<file path="config.mk">
export PLATFORM = sky130hd
export DESIGN_NAME = scan_display_ctrl_flat
export DESIGN_NICKNAME = d
export VERILOG_FILES = /design/src/rtl/scan_display_ctrl_pkg.sv /design/src/rtl/scan_display_ctrl_if.sv /design/src/rtl/scan_display_ctrl_seg_decoder.sv /design/src/rtl/scan_display_ctrl.sv /design/src/flat_wrapper.sv
export SDC_FILE = /design/constraint.sdc
export NUM_CORES = 1
export LEC_CHECK = 0
export BUFFER_PORTS_ARGS = -buffer_cell sky130_fd_sc_hd__clkbuf_2
export CAP_MARGIN = 20
export CORE_MARGIN = 3
export CORE_UTILIZATION = 45
export CTS_CLUSTER_DIAMETER = 200
export CTS_CLUSTER_SIZE = 10
export DETAILED_ROUTE_END_ITERATION = 10
export GPL_TIMING_DRIVEN = 1
export PLACE_DENSITY_LB_ADDON = 0.1
export SLEW_MARGIN = 20
export SYNTH_ARGS = -nofsm -noshare
export SYNTH_HDL_FRONTEND = slang
export SYNTH_SLANG_ARGS = --single-unit
</file>
<file path="constraint.sdc">
create_clock -name clk -period 3.45 [get_ports clk]
set_input_delay 0.1725 -clock clk [delete_from_list [all_inputs] [get_ports clk]]
set_output_delay 0.1725 -clock clk [all_outputs]
set_load 0.02 [all_outputs]
</file>
<file path="src/rtl/scan_display_ctrl_pkg.sv">
// Shared constants and glyph table for the multiplexed 7-segment display path.
// Segment codes are active-low, bit order g..a.
package display_pkg;

  localparam logic [6:0] SEG_0   = 7'h40;
  localparam logic [6:0] SEG_1   = 7'h79;
  localparam logic [6:0] SEG_2   = 7'h24;
  localparam logic [6:0] SEG_3   = 7'h30;
  localparam logic [6:0] SEG_4   = 7'h19;
  localparam logic [6:0] SEG_5   = 7'h12;
  localparam logic [6:0] SEG_6   = 7'h02;
  localparam logic [6:0] SEG_7   = 7'h78;
  localparam logic [6:0] SEG_8   = 7'h00;
  localparam logic [6:0] SEG_9   = 7'h10;
  localparam logic [6:0] SEG_A   = 7'h08;
  localparam logic [6:0] SEG_B   = 7'h03;
  localparam logic [6:0] SEG_C   = 7'h46;
  localparam logic [6:0] SEG_D   = 7'h21;
  localparam logic [6:0] SEG_E   = 7'h06;
  localparam logic [6:0] SEG_F   = 7'h0E;
  localparam logic [6:0] SEG_OFF = 7'h7F;

  localparam int CODE_W       = 4;
  localparam int SEG_W        = 7;
  localparam int DEF_N_DIGITS = 8;
  localparam int DEF_IDX_W    = $clog2(DEF_N_DIGITS);
  localparam int PWM_W        = $clog2(16);

  function automatic logic [6:0] glyph(input logic [3:0] code);
    case (code)
      4'h0:    glyph = SEG_0;
      4'h1:    glyph = SEG_1;
      4'h2:    glyph = SEG_2;
      4'h3:    glyph = SEG_3;
      4'h4:    glyph = SEG_4;
      4'h5:    glyph = SEG_5;
      4'h6:    glyph = SEG_6;
      4'h7:    glyph = SEG_7;
      4'h8:    glyph = SEG_8;
      4'h9:    glyph = SEG_9;
      4'hA:    glyph = SEG_A;
      4'hB:    glyph = SEG_B;
      4'hC:    glyph = SEG_C;
      4'hD:    glyph = SEG_D;
      4'hE:    glyph = SEG_E;
      default: glyph = SEG_F;
    endcase
  endfunction

endpackage

</file>
<file path="src/rtl/scan_display_ctrl_if.sv">
// Display-side bundle: digit data and attributes in, anode/segment drive out.
// SCAN_DISPLAY_DIM_EN adds the 4-bit brightness input.
interface scan_display_ctrl_if #(
  parameter int N_DIGITS = 8
);
  logic [4*N_DIGITS-1:0] digits_in;
  logic [N_DIGITS-1:0]   dp_in;
  logic [N_DIGITS-1:0]   blank_in;
  logic [N_DIGITS-1:0]   blink_in;
  logic [N_DIGITS-1:0]   A;
  logic [7:0]            C;
  logic                  frame_tick;
`ifdef SCAN_DISPLAY_DIM_EN
  logic [3:0]            bright;

  modport master (
    output digits_in, dp_in, blank_in, blink_in, bright,
    input  A, C, frame_tick
  );
  modport slave (
    input  digits_in, dp_in, blank_in, blink_in, bright,
    output A, C, frame_tick
  );
`else
  modport master (
    output digits_in, dp_in, blank_in, blink_in,
    input  A, C, frame_tick
  );
  modport slave (
    input  digits_in, dp_in, blank_in, blink_in,
    output A, C, frame_tick
  );
`endif
endinterface

</file>
<file path="src/rtl/scan_display_ctrl_seg_decoder.sv">
// Combinational 4-bit code to active-low g..a segment pattern.
module seg_decoder
  import display_pkg::*;
(
  input  logic [3:0] i_code,
  output logic [6:0] o_seg
);

  assign o_seg = glyph(i_code);

endmodule

</file>
<file path="src/rtl/scan_display_ctrl.sv">
// Time-multiplexed common-anode 7-segment scan driver with guard time, frame snapshot and blink.
// Optional macro SCAN_DISPLAY_DIM_EN adds PWM brightness gating of the anodes.
module scan_display_ctrl
  import display_pkg::*;
#(
  parameter int N_DIGITS     = 8,
  parameter int REFRESH_DIV  = 100000,
  parameter int GUARD        = 16,
  parameter int BLINK_FRAMES = 63
) (
  input logic                clk,
  input logic                rst,
  scan_display_ctrl_if.slave io
);

  localparam int CNT_W  = $clog2(REFRESH_DIV);
  localparam int IDX_W  = $clog2(N_DIGITS);
  localparam int FCNT_W = (BLINK_FRAMES > 1) ? $clog2(BLINK_FRAMES) : 1;

  localparam logic [CNT_W-1:0]  CNT_LAST  = CNT_W'(REFRESH_DIV - 1);
  localparam logic [IDX_W-1:0]  IDX_LAST  = IDX_W'(N_DIGITS - 1);
  localparam logic [FCNT_W-1:0] FCNT_LAST = FCNT_W'(BLINK_FRAMES - 1);
  localparam logic [CNT_W-1:0]  GUARD_V   = CNT_W'(GUARD);

  logic [CNT_W-1:0]      r_cnt;
  logic [IDX_W-1:0]      r_idx;
  logic [FCNT_W-1:0]     r_fcnt;
  logic                  r_bph;

  logic [4*N_DIGITS-1:0] r_dig;
  logic [N_DIGITS-1:0]   r_dp;
  logic [N_DIGITS-1:0]   r_blank;
  logic [N_DIGITS-1:0]   r_blink;

  logic [N_DIGITS-1:0]   r_A;
  logic [7:0]            r_C;
  logic                  r_tick;

  logic                  w_frame_start;
  logic                  w_slot_end;
  logic                  w_idx_last;
  logic [4*N_DIGITS-1:0] w_dig;
  logic [N_DIGITS-1:0]   w_dp_v;
  logic [N_DIGITS-1:0]   w_blank_v;
  logic [N_DIGITS-1:0]   w_blink_v;
  logic [3:0]            w_code;
  logic                  w_dp;
  logic                  w_blank;
  logic                  w_blink;
  logic [N_DIGITS-1:0]   w_sel;
  logic [6:0]            w_glyph;
  logic                  w_guard;
  logic                  w_dark;
  logic                  w_pwm_on;
  logic [N_DIGITS-1:0]   w_A_nxt;
  logic [7:0]            w_C_nxt;

  assign w_frame_start = (r_cnt == '0) && (r_idx == '0);
  assign w_slot_end    = (r_cnt == CNT_LAST);
  assign w_idx_last    = (r_idx == IDX_LAST);

  // Scan position: slot counter, digit index, frame counter and blink phase
  always_ff @(posedge clk) begin
    if (rst) begin
      r_cnt  <= '0;
      r_idx  <= '0;
      r_fcnt <= '0;
      r_bph  <= 1'b0;
    end else if (w_slot_end) begin
      r_cnt <= '0;
      if (w_idx_last) begin
        r_idx <= '0;
        if (r_fcnt == FCNT_LAST) begin
          r_fcnt <= '0;
          r_bph  <= ~r_bph;
        end else begin
          r_fcnt <= r_fcnt + 1'b1;
        end
      end else begin
        r_idx <= r_idx + 1'b1;
      end
    end else begin
      r_cnt <= r_cnt + 1'b1;
    end
  end

  always_ff @(posedge clk) begin
    if (rst) begin
      r_dig   <= '0;
      r_dp    <= '0;
      r_blank <= '0;
      r_blink <= '0;
    end else if (w_frame_start) begin
      r_dig   <= io.digits_in;
      r_dp    <= io.dp_in;
      r_blank <= io.blank_in;
      r_blink <= io.blink_in;
    end
  end

  // The frame-start cycle reads the inputs directly so slot 0 already shows the new snapshot
  assign w_dig     = w_frame_start ? io.digits_in : r_dig;
  assign w_dp_v    = w_frame_start ? io.dp_in     : r_dp;
  assign w_blank_v = w_frame_start ? io.blank_in  : r_blank;
  assign w_blink_v = w_frame_start ? io.blink_in  : r_blink;

  always_comb begin
    w_code  = '0;
    w_dp    = 1'b0;
    w_blank = 1'b0;
    w_blink = 1'b0;
    w_sel   = '0;
    for (int i = 0; i < N_DIGITS; i++) begin
      if (r_idx == IDX_W'(i)) begin
        w_code   = w_dig[4*i +: 4];
        w_dp     = w_dp_v[i];
        w_blank  = w_blank_v[i];
        w_blink  = w_blink_v[i];
        w_sel[i] = 1'b1;
      end
    end
  end

  seg_decoder u_seg_decoder (
    .i_code (w_code),
    .o_seg  (w_glyph)
  );

`ifdef SCAN_DISPLAY_DIM_EN
  logic [PWM_W-1:0] r_pwm;

  always_ff @(posedge clk) begin
    if (rst) r_pwm <= '0;
    else     r_pwm <= r_pwm + 1'b1;
  end

  assign w_pwm_on = (r_pwm <= io.bright);
`else
  assign w_pwm_on = 1'b1;
`endif

  assign w_guard = (r_cnt < GUARD_V);
  assign w_dark  = w_blank || (w_blink && r_bph);

  always_comb begin
    w_A_nxt = '1;
    w_C_nxt = 8'hFF;
    if (!w_guard && !w_dark) begin
      w_C_nxt = {~w_dp, w_glyph};
      if (w_pwm_on) w_A_nxt = ~w_sel;
    end
  end

  // Output register: one cycle behind the scan state
  always_ff @(posedge clk) begin
    if (rst) begin
      r_A    <= '1;
      r_C    <= 8'hFF;
      r_tick <= 1'b0;
    end else begin
      r_A    <= w_A_nxt;
      r_C    <= w_C_nxt;
      r_tick <= w_frame_start;
    end
  end

  assign io.A          = r_A;
  assign io.C          = r_C;
  assign io.frame_tick = r_tick;

endmodule
</file>
<file path="src/flat_wrapper.sv">
// flat-port wrapper written by rule: the top's interface ports become plain ports
module scan_display_ctrl_flat import display_pkg::*;
#(
  parameter int N_DIGITS     = 8,
  parameter int REFRESH_DIV  = 100000,
  parameter int GUARD        = 16,
  parameter int BLINK_FRAMES = 63
)
  (clk, rst, io_digits_in, io_dp_in, io_blank_in, io_blink_in, io_A, io_C, io_frame_tick);
  scan_display_ctrl_if #(.N_DIGITS(N_DIGITS)) io_i ();
  input logic clk;
  input logic rst;
  input wire logic [$bits(io_i.digits_in)-1:0] io_digits_in;
  input wire logic [$bits(io_i.dp_in)-1:0] io_dp_in;
  input wire logic [$bits(io_i.blank_in)-1:0] io_blank_in;
  input wire logic [$bits(io_i.blink_in)-1:0] io_blink_in;
  output wire logic [$bits(io_i.A)-1:0] io_A;
  output wire logic [$bits(io_i.C)-1:0] io_C;
  output wire logic [$bits(io_i.frame_tick)-1:0] io_frame_tick;
  assign io_i.digits_in = io_digits_in;
  assign io_i.dp_in = io_dp_in;
  assign io_i.blank_in = io_blank_in;
  assign io_i.blink_in = io_blink_in;
  assign io_A = io_i.A;
  assign io_C = io_i.C;
  assign io_frame_tick = io_i.frame_tick;
  scan_display_ctrl #(.N_DIGITS(N_DIGITS), .REFRESH_DIV(REFRESH_DIV), .GUARD(GUARD), .BLINK_FRAMES(BLINK_FRAMES)) u_core (.clk(clk), .rst(rst), .io(io_i));
endmodule
</file>
### Yosys cells after proc, flatten, opt, wreduce, memory -nomap -nowiden

Memories as Yosys holds them, arrays and structs flattened. A register that Yosys moved wholly into a read port is not among the register bits.
Index checks and enable logic that the tools add are counted.

| word-level totals | value |
|---|---|
| register bits | 100 |
| ROM bits | 112 |
| input bits | 58 |
| output and inout port bits | 17 |
| word-level logic and storage cells | 87 |
| memories kept | 1 |

| cells by class | value |
|---|---|
| add/sub/neg operators | 3 |
| $lt $le $gt $ge | 1 |
| eq/ne operators | 9 |
| mux-type cells | 46 |
| bitwise logic cells | 4 |
| reductions and logical operators | 12 |

Memories:

| name | words | bits a word | read ports | clocked after Yosys merged registers in | write ports | line | RTL |
|---|---|---|---|---|---|---|---|
| (name not given) | 16 | 7 | 1 | 1 | 0 | scan_display_ctrl_pkg.sv:30 | `case (code)` |

Operators with widths:

| kind | count |
|---|---|
| $mux W1 | 32 |
| $mux W32 | 1 |
| $mux W4 | 8 |
| $mux W8 | 3 |
| $add A17 B1 Y17 const B | 1 |
| $eq A17 B17 Y1 const B | 1 |
| $logic_not A17 Y1 | 1 |
| $lt A17 B5 Y1 const B | 1 |
| $eq A3 B3 Y1 const B | 4 |
| $not A8 Y8 | 1 |
| $add A6 B1 Y6 const B | 1 |
| $eq A3 B2 Y1 const B | 2 |
| $eq A6 B6 Y1 const B | 1 |
| $mux W6 | 1 |
| $reduce_or A2 Y1 | 2 |
| $add A3 B1 Y3 const B | 1 |
| $eq A3 B1 Y1 const B | 1 |
| $logic_and A1 B1 Y1 | 3 |
| $logic_not A3 Y1 | 1 |
| $mux W3 | 1 |
| $not A1 Y1 | 3 |
| $reduce_and A3 Y1 | 1 |
| $logic_not A1 Y1 | 2 |
| $reduce_and A2 Y1 | 1 |
| $logic_or A1 B1 Y1 | 1 |

### Depth between registers and ports, before layout

| logic depth | value |
|---|---|
| depth after elaboration | 17 |
| gate-level depth with buffers | 16 |
| mapped depth without buffers | 14 |

### Modules after synthesis

From an unflattened synthesis, not the netlist that was laid out.

| second synthesis, totals | value |
|---|---|
| cells, all modules | 556 |
| area total of the unflattened synthesis | 4652.0 µm² |

Modules (own cells, without submodules):

| module | instances | cells an instance | area an instance (µm²) |
|---|---|---|---|
| scan_display_ctrl | 1 | 523 | 4377.9 |
| seg_decoder | 1 | 33 | 274.0 |

### Worst setup path after synthesis

OpenSTA, ideal clock, no wires.

| timing | value |
|---|---|
| path type | reg-to-reg |
| start | reg u_core.r_idx[0] |
| end | reg u_core.r_C[1] (netlist: u_core.io.C[1]) |
| data arrival time | 2912 ps |
| data required time | 3327 ps |
| path slack | 415 ps |
| cell stages (with the launch flop) | 15 |
| period minus slack after synthesis | 3035 ps |
| cells stage by stage | dfxtp_1 > inv_1 > ha_1 > and2b_1 > and3_1 > buf_2 > nand2_1 > buf_6 > mux2_2 > a2111oi_0 > a221oi_1 > inv_1 > ha_1 > o211ai_1 > nand3_2 |

| on the way | value |
|---|---|
| word-level cells in the longest chain between the ends | 17 |
| elaborated cells on any way between the ends | 42 |

Ends and longest elaborated chain:

| item | line | RTL |
|---|---|---|
| start: declaration | scan_display_ctrl.sv:26 | `logic [IDX_W-1:0] r_idx;` |
| start signal: assignment | scan_display_ctrl.sv:80 | `r_idx <= r_idx + 1'b1;` |
| $logic_not A3 Y1 | scan_display_ctrl.sv:58, scan_display_ctrl.sv:114 |  |
| $logic_and A1 B1 Y1 | scan_display_ctrl.sv:58 | `assign w_frame_start = (r_cnt == '0) && (r_idx == '0);` |
| $mux W8 | n/a |  |
| $mux W1 (8 in series) | scan_display_ctrl.sv:114 | `if (r_idx == IDX_W'(i)) begin` |
| $logic_and A1 B1 Y1 | scan_display_ctrl.sv:143 | `assign w_dark = w_blank \|\| (w_blink && r_bph);` |
| $logic_or A1 B1 Y1 | scan_display_ctrl.sv:143 |  |
| $logic_not A1 Y1 | scan_display_ctrl.sv:148 | `if (!w_guard && !w_dark) begin` |
| $logic_and A1 B1 Y1 | scan_display_ctrl.sv:148 |  |
| $not A1 Y1 (no line) | n/a |  |
| $reduce_or A2 Y1 (no line) | n/a |  |
| end: declaration | scan_display_ctrl.sv:36 | `logic [7:0] r_C;` |

Parallel ways exist; a longest one is shown, timed or not.
A chain may end at the register's enable or synchronous reset.

### Worst setup path in the final report

Ends and elaborated chain as after synthesis.

==> results.cfg <==
[setup_path]
rrSetupSlack_ns = 0.22
worstPathMaxFanout = 5
startpoint_type = flop
cp_data_arrival_time_ns = 3.47
setup.worst_path.end = u_core.io.C[1]
startpoint = u_core.r_idx[0]
end_kind = flop
cp_data_required_time_ns = 3.69
worstReg2RegEnd = u_core.io.C[1]
r2r_start = u_core.r_idx[0]
rr_worst_depth = 12
crit_type = reg -> reg

[synthesis]
synth_xor_area_share_pct = 3.61
ys_async_sr_fraction_pct = 0
synth-compound-area-share_pct = 15.4
synth_adder_area_share_pct = 3.80
syn-instance-count = 538
synth_area_leaders = dfxtp_1 (43%), mux2i_1 (6.1%), nor2_1 (5.6%)
ys_types = 57
synth.most_common_cell = dfxtp_1
synth.yosys.seq_area_share_pct = 43.4
synth.mux.area_fraction_pct = 6.80
yosys-top-cells-count = dfxtp_1 (100), nor2_1 (69), nand2_1 (63)
yosysTopAreaCellShare_pct = 43.4
syn_area_um2 = 4620
avgSynthCellArea_um2 = 8.58
synth_flop_cell = dfxtp_1
synth-seq-cells = 100
synth_top_family_by_area = simple AND/OR/NAND/NOR gates
yosysTopAreaCell = dfxtp_1
synth-simple-area-share_pct = 22.0
yosys_warnings = 0
synth_edf_count = 0
synth_fp_nets = 610

[global_route]
antenna_found_initial = 0
overflow = 0
grt_pass1_wl_mm = 18.8
grt_pass1_vias = 3922
grt_max_degree = 65
grtUsageTotal_pct = 20.5

[clocking]
clk_pin_slew_ns = 0.11
cts.sinks = 100
ctsHtreeMaxLevel = 3
cts_tree = built
cts_hold_buf = 0
clkLatencyLatePin_ns = 0.37
root_buffer = clkbuf_8
post_cts_buffers = 0
cts.repair.resized = 0
numCtsBuffers = 9
clock_path_buffers = 2

[route]
vias = 3956
wl_mm = 11.5
drcViolationCount = 0
wire_per_inst_um = 15.2
drt_iter0_markers = 192
firstDrtPassIters = 4
avgViaCountPerCell = 5.23
final_antenna_net_count = 0

[floorplan]
die_area_um2 = 11500
io-pin-count = 75
initial_core_util_pct = 46.8
die_x_um = 107
rows = 36
core-area_um2 = 9860
die_h_um = 107

[placed_design]
dp.final_hpwl_mm = 8.76
port_buffers = 74
pre_cts_slack_ns = 0.170
gp_congestion = 0.859
placedCellCount = 741

[timing]
setup_tns_ns = 0
setup_violations = 0
final_max_slew_viol_count = 0
relSlewSlack_pct = 49.6
hold_slack_ns = 0.0243
grt_setup_unrepaired = false
finalHoldViolations = 0
max_freq_mhz = 310
tightest_slew_ns = 0.752
fin_crit_ns = 3.23
post-route-period-util_pct = 93.6
finalWorstSetupSlack_ns = 0.222
skew_ns = 0.0153

[min_path]
hp-class = in -> reg

[finish]
diodes = 0
area_delta_synth_final_pct = 17.3
drive_gt1_share_pct = 22.3
fin_nets = 691
num-fill-cells = 959
layoutNonFillerInstCount = 757

[job]
cap_violations = 0

[power_and_ir_drop]
power_uw = 2380
p_leak_uw = 0.00224
vdd_drop_max_mv = 0.193
p_per_area_nw_per_um2 = 439

[outcome]
outcome = finished clean
worst min path at each step:
stage                startpoint                end  slack, ns  cells after the start
5_1_grt          io_blank_in[6]  u_core.r_blank[6]       0.02                      3
3_5_place_dp   io_digits_in[19]   u_core.r_dig[19]       0.40                      3
2_1_floorplan  io_digits_in[22]   u_core.r_dig[22]       0.31                      2
3_3_place_gp   io_digits_in[19]   u_core.r_dig[19]       0.40                      3
6_report         io_blank_in[6]  u_core.r_blank[6]       0.02                      3
4_1_cts          io_blank_in[6]  u_core.r_blank[6]       0.02                      3
logic make-up (layout without fill, tap and decap cells):
group | after synthesis | count (layout)
compound gates | 111 | 111
flops | 100 | 100
mux | 31 | 31
xor+xnor | 19 | 19
buf+inv | 48 | 134
simple gates | 215 | 215
fa+ha+maj | 14 | 14
critical path: stages, from the launching register on:
cell and delay (ns):
dfxtp_1 0.41, inv_1 0.08, ha_1 0.24, and2b_1 0.22
and3_1 0.24, nand2_2 0.14, mux2_2 0.36, a2111oi_1 0.53
a221oi_2 0.22, inv_1 0.13, ha_1 0.25, o211ai_1 0.21
nand3_2 0.09
state kept, by name, indices dropped and copies added, names as in the netlist:
name,cells
u_core.io.A,8
u_core.r_fcnt,6
u_core.r_idx,3
u_core.io.C,8
u_core.r_bph,1
u_core.r_blink,8
u_core.r_cnt,17
u_core.r_blank,8
u_core.r_dig,32
u_core.io.frame_tick,1
u_core.r_dp,8
stage by stage:
stage               area [um^2]  util (%)
floorplan                  4620         -
global placement           5200      52.7
detailed placement         5200      52.7
CTS                        5400      54.7
global route               5410      54.9
finish                     5410      54.9
layout make-up:
cell class | instances | area (um^2) | area share (%)
Multi-Input combinational cell | 390 | 2400 | 44.4
Sequential cell | 100 | 2000 | 37.0
Inverter | 17 | 63.8 | 1.18
Clock buffer | 10 | 138 | 2.54
Clock inverter | 6 | 55.1 | 1.02
Tap cell | 133 | 166 | 3.07
Timing Repair Buffer | 101 | 586 | 10.8
placed cells by master, fill, tap and decap left out, types with 10 or more instances in the layout:
| master | instances |
|---|---|
| clkbuf_8 | 10 |
| a21oi_1 | 49 |
| o21ai_0 | 16 |
| xnor2_1 | 10 |
| dfxtp_1 | 100 |
| nor2_1 | 69 |
| inv_1 | 17 |
| nand2_1 | 62 |
| buf_4 | 26 |
| nand3_1 | 30 |
| mux2i_1 | 28 |
| clkbuf_2 | 74 |
| ha_1 | 14 |
report_power, final:
group | internal, uW | switching (uW)
logic | 179 | 231
registers | 1220 | 23.6
clock network | 296 | 427
routing by layer:
metal  track usage (%)  up-vias  wire length, um  share of wire [%]
met3              3.18       13              561                4.9
met4              6.58        0              161                1.4
met2              35.4       88             5590                 49
met5                 0        -                0                  0
li1                  -     2015                -                  -
met1              26.3     1840             5200                 45
Note: power is estimated with default switching activity, not from simulation.
